File: src/rtl/conv_col_writer.sv
// rtl/conv_col_writer.sv - writes one conv output column as two packed FP16 memory words
// A column is captured in IDLE, then emitted as a low word (rows 0..15) and a high word (remaining rows).
module conv_col_writer #(
  parameter int DATA_WIDTH = 16,
  parameter int OUT_SIZE   = 24,
  parameter int WORD_LANES = 16,
  parameter int ADDR_WIDTH = 12,
  parameter int BASE_ADDR  = 0,
  parameter int APPLY_RELU = 0
) (
  input  logic                           clk,
  input  logic                           rst_n,
  input  logic                           frame_start,
  input  logic                           col_valid,
  output logic                           col_ready,
  input  logic [5:0]                     col_num,
  input  logic [OUT_SIZE*DATA_WIDTH-1:0] col_data,
  output logic                           mem_we,
  input  logic                           mem_ready,
  output logic [ADDR_WIDTH-1:0]          mem_addr,
  output logic [WORD_LANES*DATA_WIDTH-1:0] mem_wdata,
  output logic [5:0]                     cols_written,
  output logic                           frame_done,
  output logic                           err_col
);

  localparam int COL_W  = OUT_SIZE * DATA_WIDTH;
  localparam int WORD_W = WORD_LANES * DATA_WIDTH;
  localparam int PAD_W  = 2 * WORD_W - COL_W;
  localparam logic [5:0] LP_OUT = 6'(OUT_SIZE);

  typedef enum logic [1:0] {S_IDLE, S_WR_LO, S_WR_HI} state_t;

  state_t                r_state;
  state_t                w_next_state;
  logic [5:0]            r_col;
  logic [COL_W-1:0]      r_data;
  logic [5:0]            r_cols;
  logic                  r_frame_done;
  logic                  r_err;
  logic                  r_stale;

  logic                  w_accept;
  logic                  w_in_range;
  logic                  w_done;
  logic [COL_W-1:0]      w_relu_data;
  logic [2*WORD_W-1:0]   w_rows_pad;
  logic [ADDR_WIDTH-1:0] w_addr_base;

  assign w_accept    = col_valid && col_ready;
  assign w_in_range  = {1'b0, col_num} < 7'(OUT_SIZE);
  assign w_done      = (r_state == S_WR_HI) && mem_ready;
  assign w_rows_pad  = {{PAD_W{1'b0}}, r_data};
  assign w_addr_base = ADDR_WIDTH'(BASE_ADDR) + ADDR_WIDTH'({r_col, 1'b0});

  always_comb begin
    w_relu_data = col_data;
    if (APPLY_RELU != 0) begin
      for (int r = 0; r < OUT_SIZE; r++) begin
        if (col_data[r*DATA_WIDTH + DATA_WIDTH - 1]) begin
          w_relu_data[r*DATA_WIDTH +: DATA_WIDTH] = '0;
        end
      end
    end
  end

  always_ff @(posedge clk or negedge rst_n) begin
    if (!rst_n) begin
      r_state <= S_IDLE;
    end else begin
      r_state <= w_next_state;
    end
  end

  always_comb begin
    w_next_state = r_state;
    case (r_state)
      S_IDLE:  if (w_accept && w_in_range) w_next_state = S_WR_LO;
      S_WR_LO: if (mem_ready) w_next_state = S_WR_HI;
      S_WR_HI: if (mem_ready) w_next_state = S_IDLE;
      default: w_next_state = S_IDLE;
    endcase
  end

  always_comb begin
    col_ready = 1'b0;
    mem_we    = 1'b0;
    mem_addr  = '0;
    mem_wdata = '0;
    case (r_state)
      S_IDLE: begin
        col_ready = 1'b1;
      end
      S_WR_LO: begin
        mem_we    = 1'b1;
        mem_addr  = w_addr_base;
        mem_wdata = w_rows_pad[0 +: WORD_W];
      end
      S_WR_HI: begin
        mem_we    = 1'b1;
        mem_addr  = w_addr_base + ADDR_WIDTH'(1);
        mem_wdata = w_rows_pad[WORD_W +: WORD_W];
      end
      default: begin
        col_ready = 1'b0;
      end
    endcase
  end

  always_ff @(posedge clk or negedge rst_n) begin
    if (!rst_n) begin
      r_col  <= '0;
      r_data <= '0;
    end else if (w_accept && w_in_range) begin
      r_col  <= col_num;
      r_data <= w_relu_data;
    end
  end

  // r_stale marks a write that began before the latest frame_start; it completes but is not counted.
  always_ff @(posedge clk or negedge rst_n) begin
    if (!rst_n) begin
      r_cols       <= '0;
      r_frame_done <= 1'b0;
      r_err        <= 1'b0;
      r_stale      <= 1'b0;
    end else begin
      r_frame_done <= w_done && !frame_start && !r_stale && (r_cols == LP_OUT - 6'd1);
      if (frame_start) begin
        r_cols <= '0;
      end else if (w_done && !r_stale && (r_cols != LP_OUT)) begin
        r_cols <= r_cols + 6'd1;
      end
      if (w_accept && !w_in_range) begin
        r_err <= 1'b1;
      end else if (frame_start) begin
        r_err <= 1'b0;
      end
      if (w_accept && w_in_range) begin
        r_stale <= 1'b0;
      end else if (frame_start && (r_state != S_IDLE)) begin
        r_stale <= 1'b1;
      end
    end
  end

  assign cols_written = r_cols;
  assign frame_done   = r_frame_done;
  assign err_col      = r_err;

endmodule

File: config.mk
export PLATFORM = sky130hd
export DESIGN_NAME = conv_col_writer
export DESIGN_NICKNAME = d
export VERILOG_FILES = /design/src/rtl/conv_col_writer.sv
export SDC_FILE = /design/constraint.sdc
export NUM_CORES = 1
export LEC_CHECK = 0
export CORE_AREA = 2 2 264 266
export CTS_CLUSTER_DIAMETER = 100
export DETAILED_ROUTE_END_ITERATION = 10
export DIE_AREA = 0 0 266 268
export GPL_ROUTABILITY_DRIVEN = 0
export PLACE_DENSITY = 0.59
export SYNTH_ARGS = -nofsm -noshare
export SYNTH_HDL_FRONTEND = slang
export SYNTH_SLANG_ARGS = --single-unit
File: constraint.sdc
create_clock -name clk -period 2.67 [get_ports clk]
set_input_delay 0.534 -clock clk [delete_from_list [all_inputs] [get_ports clk]]
set_output_delay 0.534 -clock clk [all_outputs]
set_load 0.05 [all_outputs]
==> results.sh, run 1 <==
export IMPL_clk_pin_slew_worst_paths_ns=0.05
export IMPL_status="complete, but fails checks"
export IMPL_cts_max_level=2
export IMPL_ys_flop_type="dfrtp_1"
export IMPL_cts_sinks=401
export IMPL_end_kind="output pin"
export IMPL_async_reset_ff_share_pct=100
export IMPL_route_top_layer_used="met5"
export IMPL_power_density_mw_per_mm2=1240
export IMPL_rows=96
export IMPL_whs_ns=0.463
export IMPL_grt_max_degree=130
export IMPL_ir_drop_v=0.000673
export IMPL_min_period_ns=2.89
export IMPL_ant_nets=0
export IMPL_drt_total_wl_um=72200
export IMPL_core_region_area_mm2=0.0682
export IMPL_relSlewSlack_pct=36.4
export IMPL_worst_clock_skew_ns=0.0152
export IMPL_drc_errors=0
export IMPL_synth_area_mm2=0.0175
export IMPL_final_common_cell="nand2_1"
export IMPL_finalHoldViolCount=0
export IMPL_cp_slowest_stage_delay_ns=0.42
export IMPL_tightest_slew_ns=0.954
export IMPL_die_area_mm2=0.0713
export IMPL_intPower_mw=22.9
export IMPL_crit_chain="inv_2, ha_4, and2_4, buf_12, buf_12, buf_12, a22o_4, buf_12"
export IMPL_avgRoutedWirePerCell_um=19.9
export IMPL_vias=16600
export IMPL_dr_wl_met3_um=6070
export IMPL_tritoncts_num_buffers=48
export IMPL_grt_pass1_wl_um=106000
export IMPL_dr_first_iter_drc_count=1142
export IMPL_cap_violations=0
export IMPL_cts_tree="built"
export IMPL_syn_instance_count=2034
export IMPL_place_ws_ns=0.109
export IMPL_fin_crit_sh_pct=108
export IMPL_ys_ff_latch=401
export IMPL_critPathLaunchType="flip-flop"
export IMPL_required_ns=2.14
export IMPL_wl_met1_um=28500
export IMPL_tns_ns=-34.42
export IMPL_grt_overflow=0
export IMPL_worst_skew_pair_late_latency_ns=0.58
export IMPL_grt_setup_unrepaired="true"
export IMPL_ys_warn_count=0
export IMPL_grt_pass1_vias=17500
export IMPL_clockBufferDepth=3
export IMPL_setup_viol=262
export IMPL_numPortBuffers=667
export IMPL_pin_count=673
export IMPL_synth_top_area_share_pct=57.5
export IMPL_clockRootBuffer="clkbuf_16"
export IMPL_clkPwrFrac_pct=17.4
export IMPL_wl_met2_um=36100
export IMPL_cpMostUsedCell="buf_12"
export IMPL_violations="negative setup slack"
export IMPL_synth_edf_count=0
export IMPL_p_sw_share_pct=41.3
export IMPL_critical_path_class="flip-flop to output pin"
export IMPL_hold_class="flip-flop to flip-flop"
export IMPL_layout_drive_gt1_share_pct=21.7
export IMPL_grt_usage_pct=19.2
export IMPL_avgSynthCellArea_um2=8.58
export IMPL_fmax_ghz=0.346
export IMPL_path_buf_inv=5
export IMPL_crit_family="buffers and inverters"
export IMPL_antenna_found_initial=8
export IMPL_yosysSeqAreaShare_pct=57.5
export IMPL_p_leak_nw=15.7
export IMPL_areaGrowthSynthToFinish_pct=80.1
export IMPL_drv_slew=0
export IMPL_setup_ws_ns=-0.220
export IMPL_synth_area_leader_cell="dfrtp_1"
export IMPL_die_h_um=268
export IMPL_crit_arrival_ns=2.36
export IMPL_hpwl_um=50000
export IMPL_p_switching_mw=16.1
export IMPL_final_cell_mix="nand2_1 (1169), dfrtp_1 (401), clkdlybuf4s50_1 (401), buf_12 (292), and3_1 (121)"
export IMPL_start_util_pct=25.6
export IMPL_die_x_um=266
export IMPL_firstDrtPassIters=7
export IMPL_worst_path_max_fanout=7
export IMPL_combinationalPowerShare_pct=54.2
export IMPL_synth_area_top_cells="dfrtp_1 (57%), nand2_1 (25%), a22o_1 (6.4%)"
export IMPL_pwr_share_seq_pct=28.4
export IMPL_finalNetCount=3111
export IMPL_routed_via_density=4.57
export IMPL_synth_distinct_cells=32
export IMPL_slowest_stage="dfrtp_1"
[per-stage QoR]
stage | instance area [um^2] | util [%] | instances | power [mW]
global route | 31400 | 46.1 | 3628 | 41.0
global placement | 28200 | 41.4 | 3506 | 29.5
detailed placement | 28200 | 41.4 | 3506 | 29.8
floorplan | 17600 | - | 2038 | 20.3
CTS | 30600 | 44.9 | 3612 | 38.0
finish | 31400 | 46.1 | 3631 | 39.0
[routing by layer]
layer / global-route usage, % / up-vias
met5: 0 / -
met4: 4.25 / 10
met3: 6.67 / 97
met2: 33.7 / 599
met1: 22.7 / 8098
li1: - / 7807
[tightest hold or removal path, cell delays in order, from the launching register on]
cell	delay (ns)
dfrtp_1	0.33
nand2_1	0.05
nand2_1	0.05
[logic make-up after synthesis]
logic type,Yosys count,synth area share (%)
DFF,401,57.5
buffers and inverters,155,4.13
and+or+nand+nor,1326,30.7
adders and majority gates,8,0.573
muxes,4,0.244
AOI/OAI and AO/OA,136,6.71
other,1,0.0215
xor gates and xnor gates,3,0.151
[what timing repair did]
action,CTS,global route
endpoints found under the hold margin,42,0
pin swaps,1,28
setup endpoints to repair,263,262
buffers inserted,12,3
gates cloned,5,13
hold buffers,1,0
gates resized for setup,78,74
[state kept, by name, indices dropped and copies added (netlist names)]
| signal | flops |
|---|---|
| r_data | 384 |
| r_state | 2 |
| r_col | 6 |
| r_stale | 1 |
| frame_done | 1 |
| cols_written | 6 |
| err_col | 1 |
[Yosys cell counts, drive strengths merged (2+ instances only)]
cell type,n
a21oi,4
ha,8
mux2i,2
a22o,128
inv,7
and2,9
nand2,1169
dfrtp,401
xor2,2
and3,130
buf,103
mux2,2
clkbuf,45
nor2,9
nand3,2
[area by class of cell]
type,instances,area (um^2)
Antenna cell,3,7.51
Clock buffer,72,1500
Clock inverter,16,170
Fill cell,6240,36800
Inverter,7,26.3
Multi-Input combinational cell,1482,7720
Sequential cell,401,10000
Tap cell,882,1100
Timing Repair Buffer,768,10900
[worst paths after layout]
kind                              from       endpoint  slack (ns)  cells past startpoint
max                         r_state[1]  mem_wdata[83]       -0.22                      8
min                        r_data[164]    r_data[164]        0.46                      2
max reg2reg                 r_state[1]    r_data[355]        0.74                      6
min reg2reg                r_data[164]    r_data[164]        0.46                      2
max in group asynchronous        rst_n    r_data[369]        1.33                      4
min in group asynchronous        rst_n     r_data[68]        0.50                      2
[power by group through the flow]
stage	Clock [mW]	Combinational [mW]	Sequential, mW
6_report	6.77	21.1	11.1
5_1_grt	7.22	22.4	11.4
4_1_cts	6.95	20.2	10.8
3_5_place_dp	0	19.1	10.8
3_3_place_gp	0	18.9	10.6
2_1_floorplan	0	10.0	10.3
(Power assumes the default switching activity.)
==> run 2, diff against run 1 <==
--- a/config.mk
+++ b/config.mk
@@ -11,6 +11,7 @@
 export DIE_AREA = 0 0 266 268
 export GPL_ROUTABILITY_DRIVEN = 0
 export PLACE_DENSITY = 0.59
+export SLEW_MARGIN = 20
 export SYNTH_ARGS = -nofsm -noshare
 export SYNTH_HDL_FRONTEND = slang
 export SYNTH_SLANG_ARGS = --single-unit
==> results of run 2 <==
Same layout as run 1: the final DEF is identical, and so are final timing and power.
